$ cat src/rtl/wb_trace_unit.sv
// Reset sequencer plus write-back trace capture: holds the core in reset, then
// records write-backs into a circular buffer and folds them into a MISR.
module wb_trace_unit #(
  parameter int                DATA_W   = 32,
  parameter int                DEPTH    = 16,
  parameter int                RST_HOLD = 2,
  parameter logic [DATA_W-1:0] SIG_POLY = DATA_W'(32'h04C11DB7)
) (
  input  logic                       clk,
  input  logic                       rst,
  output logic                       core_rst,
  input  logic                       wb_valid,
  input  logic [DATA_W-1:0]          wb_data,
  input  logic                       trace_en,
  input  logic                       stop_on_full,
  input  logic                       freeze,
  input  logic                       resume,
  input  logic                       rd_req,
  output logic [DATA_W-1:0]          rd_data,
  output logic                       rd_valid,
  output logic [$clog2(DEPTH):0]     count,
  output logic                       overflow,
  output logic [DATA_W-1:0]          signature,
  output logic [31:0]                wb_count,
  output logic                       frozen,
  output logic [1:0]                 state_dbg
);

  localparam int AW = $clog2(DEPTH);
  localparam int CW = AW + 1;
  localparam int HW = (RST_HOLD > 1) ? $clog2(RST_HOLD) : 1;
  localparam logic [HW-1:0] HOLD_LAST = HW'(RST_HOLD - 1);
  localparam logic [CW-1:0] FULL      = CW'(DEPTH);

  typedef enum logic [1:0] {ST_HOLD, ST_RUN, ST_FROZEN} state_e;

  state_e              state_q, state_d;
  logic [HW-1:0]       hold_q, hold_d;
  logic                core_rst_q, core_rst_d;
  logic [AW-1:0]       wr_ptr_q, wr_ptr_d;
  logic [AW-1:0]       rd_ptr_q, rd_ptr_d;
  logic [CW-1:0]       count_q, count_d;
  logic                ovf_q, ovf_d;
  logic [DATA_W-1:0]   sig_q, sig_d;
  logic [31:0]         wbc_q, wbc_d;
  logic                rd_valid_q, rd_valid_d;
  logic [DATA_W-1:0]   rd_data_q, rd_data_d;
  logic                mem_we;
  logic [DATA_W-1:0]   mem_q [DEPTH];

  always_comb begin
    state_d    = state_q;
    hold_d     = hold_q;
    core_rst_d = core_rst_q;
    wr_ptr_d   = wr_ptr_q;
    rd_ptr_d   = rd_ptr_q;
    count_d    = count_q;
    ovf_d      = ovf_q;
    sig_d      = sig_q;
    wbc_d      = wbc_q;
    rd_valid_d = 1'b0;
    rd_data_d  = rd_data_q;
    mem_we     = 1'b0;
    case (state_q)
      ST_HOLD: begin
        if (hold_q == HOLD_LAST) begin
          state_d    = ST_RUN;
          core_rst_d = 1'b0;
        end else begin
          hold_d = hold_q + HW'(1);
        end
      end
      ST_RUN: begin
        if (wb_valid) begin
          wbc_d = (wbc_q == 32'hFFFF_FFFF) ? wbc_q : wbc_q + 32'd1;
          sig_d = {sig_q[DATA_W-2:0], 1'b0} ^ (sig_q[DATA_W-1] ? SIG_POLY : '0) ^ wb_data;
          if (trace_en) begin
            if (count_q != FULL) begin
              mem_we   = 1'b1;
              wr_ptr_d = wr_ptr_q + AW'(1);
              count_d  = count_q + CW'(1);
              if (stop_on_full && (count_q == FULL - CW'(1))) state_d = ST_FROZEN;
            end else if (!stop_on_full) begin
              mem_we   = 1'b1;
              wr_ptr_d = wr_ptr_q + AW'(1);
              rd_ptr_d = rd_ptr_q + AW'(1);
              ovf_d    = 1'b1;
            end else begin
              // Already full in stop mode: keep the oldest data, just stop.
              state_d = ST_FROZEN;
            end
          end
        end
        if (freeze) state_d = ST_FROZEN;
      end
      ST_FROZEN: begin
        if (rd_req && (count_q != '0)) begin
          rd_valid_d = 1'b1;
          rd_data_d  = mem_q[rd_ptr_q];
          rd_ptr_d   = rd_ptr_q + AW'(1);
          count_d    = count_q - CW'(1);
        end
        if (resume && !freeze) state_d = ST_RUN;
      end
      default: state_d = ST_HOLD;
    endcase
  end

  always_ff @(posedge clk) begin
    if (!rst) begin
      state_q    <= ST_HOLD;
      hold_q     <= '0;
      core_rst_q <= 1'b1;
      wr_ptr_q   <= '0;
      rd_ptr_q   <= '0;
      count_q    <= '0;
      ovf_q      <= 1'b0;
      sig_q      <= '0;
      wbc_q      <= '0;
      rd_valid_q <= 1'b0;
      rd_data_q  <= '0;
    end else begin
      state_q    <= state_d;
      hold_q     <= hold_d;
      core_rst_q <= core_rst_d;
      wr_ptr_q   <= wr_ptr_d;
      rd_ptr_q   <= rd_ptr_d;
      count_q    <= count_d;
      ovf_q      <= ovf_d;
      sig_q      <= sig_d;
      wbc_q      <= wbc_d;
      rd_valid_q <= rd_valid_d;
      rd_data_q  <= rd_data_d;
    end
  end

  // Trace storage is deliberately left out of reset.
  always_ff @(posedge clk) begin
    if (rst && mem_we) mem_q[wr_ptr_q] <= wb_data;
  end

  assign core_rst  = core_rst_q;
  assign rd_data   = rd_data_q;
  assign rd_valid  = rd_valid_q;
  assign count     = count_q;
  assign overflow  = ovf_q;
  assign signature = sig_q;
  assign wb_count  = wbc_q;
  assign frozen    = (state_q == ST_FROZEN);
  assign state_dbg = state_q;

endmodule

$ cat config.mk
export PLATFORM = sky130hd
export DESIGN_NAME = wb_trace_unit
export DESIGN_NICKNAME = d
export VERILOG_FILES = /design/src/rtl/wb_trace_unit.sv
export SDC_FILE = /design/constraint.sdc
export NUM_CORES = 1
export LEC_CHECK = 0
export BUFFER_PORTS_ARGS = -buffer_cell sky130_fd_sc_hd__buf_2
export CAP_MARGIN = 10
export CORE_ASPECT_RATIO = 1.25
export CORE_MARGIN = 2
export CORE_UTILIZATION = 54
export DETAILED_ROUTE_END_ITERATION = 8
export GPL_ROUTABILITY_DRIVEN = 0
export PLACE_DENSITY = 0.75
export SLEW_MARGIN = 0
export SYNTH_ARGS = -nofsm -noshare
export SYNTH_HDL_FRONTEND = slang
export SYNTH_SLANG_ARGS = --single-unit
$ cat constraint.sdc
create_clock -name clk -period 3.65 [get_ports clk]
set_clock_uncertainty 0.15 [all_clocks]
set_input_delay 0.73 -clock clk [delete_from_list [all_inputs] [get_ports clk]]
set_output_delay 0.73 -clock clk [all_outputs]
set_load 0.01 [all_outputs]
==> flow_metrics.py <==
metrics = {
    "finish": {
        "n_antenna_cell": 0,
        "seqCellArea_mm2": 0.0177,
        "final_cell_count_no_fill": 2196,
        "multiInputGateArea_mm2": 0.00661,
        "layout_commonest_cell": "edfxtp_1",
        "syn_to_final_growth_pct": 15.2,
        "nets": 1619,
        "layout_common_cells": "edfxtp_1, buf_2, mux4_2",
        "post-route-cell-area_mm2": 0.0283,
        "drive_gt1_frac": 0.280,
        "fillCellCount": 3126,
    },
    "placed_design": {
        "place.port_buffers": 146,
        "place_area_mm2": 0.0263,
        "place_inst": 2088,
        "dp_hpwl_mm": 31.5,
    },
    "clock_tree": {
        "clockBufferDepth": 3,
        "numCtsBuffers": 57,
        "cts_max_level": 2,
        "cts_setup_buffers": 0,
        "cts_hold_buf": 0,
        "cts.clk_slew.worst_paths_ns": 0.07,
        "worstSkewPairLatency_ns": 0.61,
        "cts_root_buf": "clkbuf_16",
        "cts_tree": "done",
        "cts.repair.resized": 0,
        "cts.sinks": 627,
    },
    "route": {
        "routed_wl_mm": 53.4,
        "routed_via_density": 6.12,
        "drt-met1-wl_mm": 20.9,
        "initialDrtViolationCount": 1012,
        "wl_per_cell_um": 24.3,
        "post-route-drc-count": 0,
        "routed-wl-met2_mm": 27.5,
        "antenna_left": 0,
        "drt_first_pass_iters": 5,
        "routed.top_layer": "met4",
        "wl_met3_mm": 3.71,
        "via_count": 13430,
    },
    "power": {
        "power_density_mw_per_mm2": 512,
        "leakage_nw": 9.13,
        "peakVddDrop_v": 0.000378,
    },
    "yosys": {
        "synthCells": 1395,
        "ys_ff_latch": 627,
        "yosys_warnings": 0,
        "synth_edf_count": 512,
        "synth_flop_cell": "edfxtp_1",
        "yosysSeqAreaShare": 0.719,
        "async_reset_ff_frac": 0,
        "syn_area_mm2": 0.0246,
        "syn_nets": 1445,
        "synth_cell_type_count": 54,
        "syn_area_per_cell_um2": 17.6,
    },
    "status": {
        "status": "completed",
    },
    "worst_setup_path": {
        "cp_cell_sequence": "ha_1 -> nand4_1 -> or4_4 -> o311ai_2 -> o311ai_0 -> o41ai_1",
        "worstSetupPathType": "reg -> reg",
        "path_buf_inv": 0,
        "crit_arrival_ns": 3.06,
        "slowest_stage": "o311ai_2",
        "regToRegStartpoint": "wb_count[0]",
        "startpoint_type": "register",
        "cp_top_family": "compound AO/OA/AOI/OAI gates",
        "worst_ep_required_time_ns": 4.00,
        "reg2regPathDepth": 6,
        "reg2reg_slack_ns": 0.94,
        "regToRegEndpoint": "wb_count[15]",
        "cp_max_fo": 13,
        "crit_path_end_kind": "register",
        "cp_slowest_stage_delay_ns": 0.74,
    },
    "floorplanning": {
        "start_util": 0.545,
        "die-width_um": 195,
        "io_pins": 147,
        "die_area_mm2": 0.0473,
        "core_area_mm2": 0.0451,
        "num_rows": 87,
        "die_y_um": 243,
    },
    "global_routing": {
        "grt_pass1_wl_mm": 82.7,
        "overflow": 0,
        "antenna_found_initial": 0,
        "grt_max_degree": 58,
        "grt_pass1_vias": 13963,
        "grt_use_total": 0.231,
    },
    "sta": {
        "maxSlewHeadroom": 0.391,
        "timing.final.crit_share": 0.744,
        "rsz0062_at_grt": "false",
        "setup_viol": 0,
        "min_period_ns": 2.71,
        "tightest_slew_ns": 0.914,
        "max_freq_ghz": 0.368,
        "final_max_slew_viol_count": 0,
        "finalSetupTns_ns": 0,
        "final_hold_viol_count": 0,
        "whs_ns": 0.273,
    },
    "worst_hold_path": {
        "min_path_cells": 3,
        "min_from": "freeze",
        "min_path_type": "in -> reg",
        "holdPathEnd": "state_dbg[1]",
    },
    "job": {
        "cap_violations": 0,
    },
}
==> synthesized netlist by cell type, drive strengths merged (5+ instances only) <==
master | n | share of area
dfxtp | 115 | 0.094
nand4 | 12 | 0.0033
ha | 9 | 0.0046
nand2 | 51 | 0.0078
xnor2 | 51 | 0.018
a211oi | 52 | 0.016
or3 | 12 | 0.0033
o21ai | 14 | 0.0029
buf | 31 | 0.0063
mux2i | 39 | 0.016
edfxtp | 512 | 0.63
nor4 | 7 | 0.0025
a22o | 32 | 0.011
mux4 | 128 | 0.12
and3 | 8 | 0.0020
xor2 | 5 | 0.0018
clkbuf | 51 | 0.0078
nand2b | 5 | 0.0013
nor2 | 62 | 0.0095
nor2b | 34 | 0.0087
or4 | 16 | 0.0050
nand3 | 13 | 0.0026
a21oi | 73 | 0.015
inv | 17 | 0.0026
o31ai | 13 | 0.0040
==> worst min-delay path, delay by kind of cell <==
family | cells | cell delay, ns
and+or+nand+nor | 1 | 0.10
AOI/OAI and AO/OA | 1 | 0.06
buffers and inverters | 1 | 0.09
==> kinds of logic after synthesis <==
| group | share of synthesized area |
|---|---|
| adders and majority gates | 0.00540 |
| muxes | 0.134 |
| and+or+nand+nor | 0.0518 |
| DFF | 0.719 |
| AOI/OAI and AO/OA | 0.0535 |
| buffers and inverters | 0.0166 |
| xor gates and xnor gates | 0.0200 |
==> metrics by stage <==
step	worst slack [ns]	power (mW)	util
after floorplan	0.177	8.19	-
after global placement	0.860	8.39	0.584
after detailed placement	0.844	8.41	0.584
after CTS	0.924	14.6	0.628
after global routing	0.644	14.9	0.628
final	0.936	14.5	0.628
==> worst max path at each step <==
| stage | start | endpoint | slack [ns] | cells after the start |
|---|---|---|---|---|
| after floorplan | trace_en | mem_q[8][0] | 0.18 | 5 |
| after global placement | wb_valid | mem_q[5][25] | 0.86 | 7 |
| after detailed placement | wb_valid | mem_q[5][22] | 0.84 | 7 |
| after CTS | wb_count[0] | wb_count[15] | 0.92 | 6 |
| after global routing | wb_count[0] | wb_count[15] | 0.64 | 6 |
| final | wb_count[0] | wb_count[15] | 0.94 | 6 |
==> flip-flops by register name, indices dropped and copies added (netlist names) <==
| name | cells |
|---|---|
| mem_q | 512 |
| rd_data | 32 |
| signature | 32 |
| wb_count | 32 |
| count | 5 |
| rd_ptr_q | 4 |
| wr_ptr_q | 4 |
| state_dbg | 2 |
| core_rst | 1 |
| hold_q | 1 |
| overflow | 1 |
| rd_valid | 1 |
==> layer usage <==
layer  vias up  track usage
li1       5908            -
met1      6939        0.304
met2       497        0.397
met3        86       0.0430
met4         0       0.0687
met5         -            0
==> final cells by class <==
type	count	share of cell area
multi-input combinational	669	0.233
clock inverter	40	0.0157
tap	578	0.0255
sequential	627	0.625
clock buffer	68	0.0544
timing repair buffer	197	0.0442
inverter	17	0.00225
==> report_power, final <==
part / total [mW] / switching, mW / internal, mW
logic: 0.446 / 0.288 / 0.158
registers: 7.80 / 0.0443 / 7.76
clock network: 6.25 / 2.59 / 3.66
total: 14.5 / 2.92 / 11.6
Power figures use the tool's default switching activity.
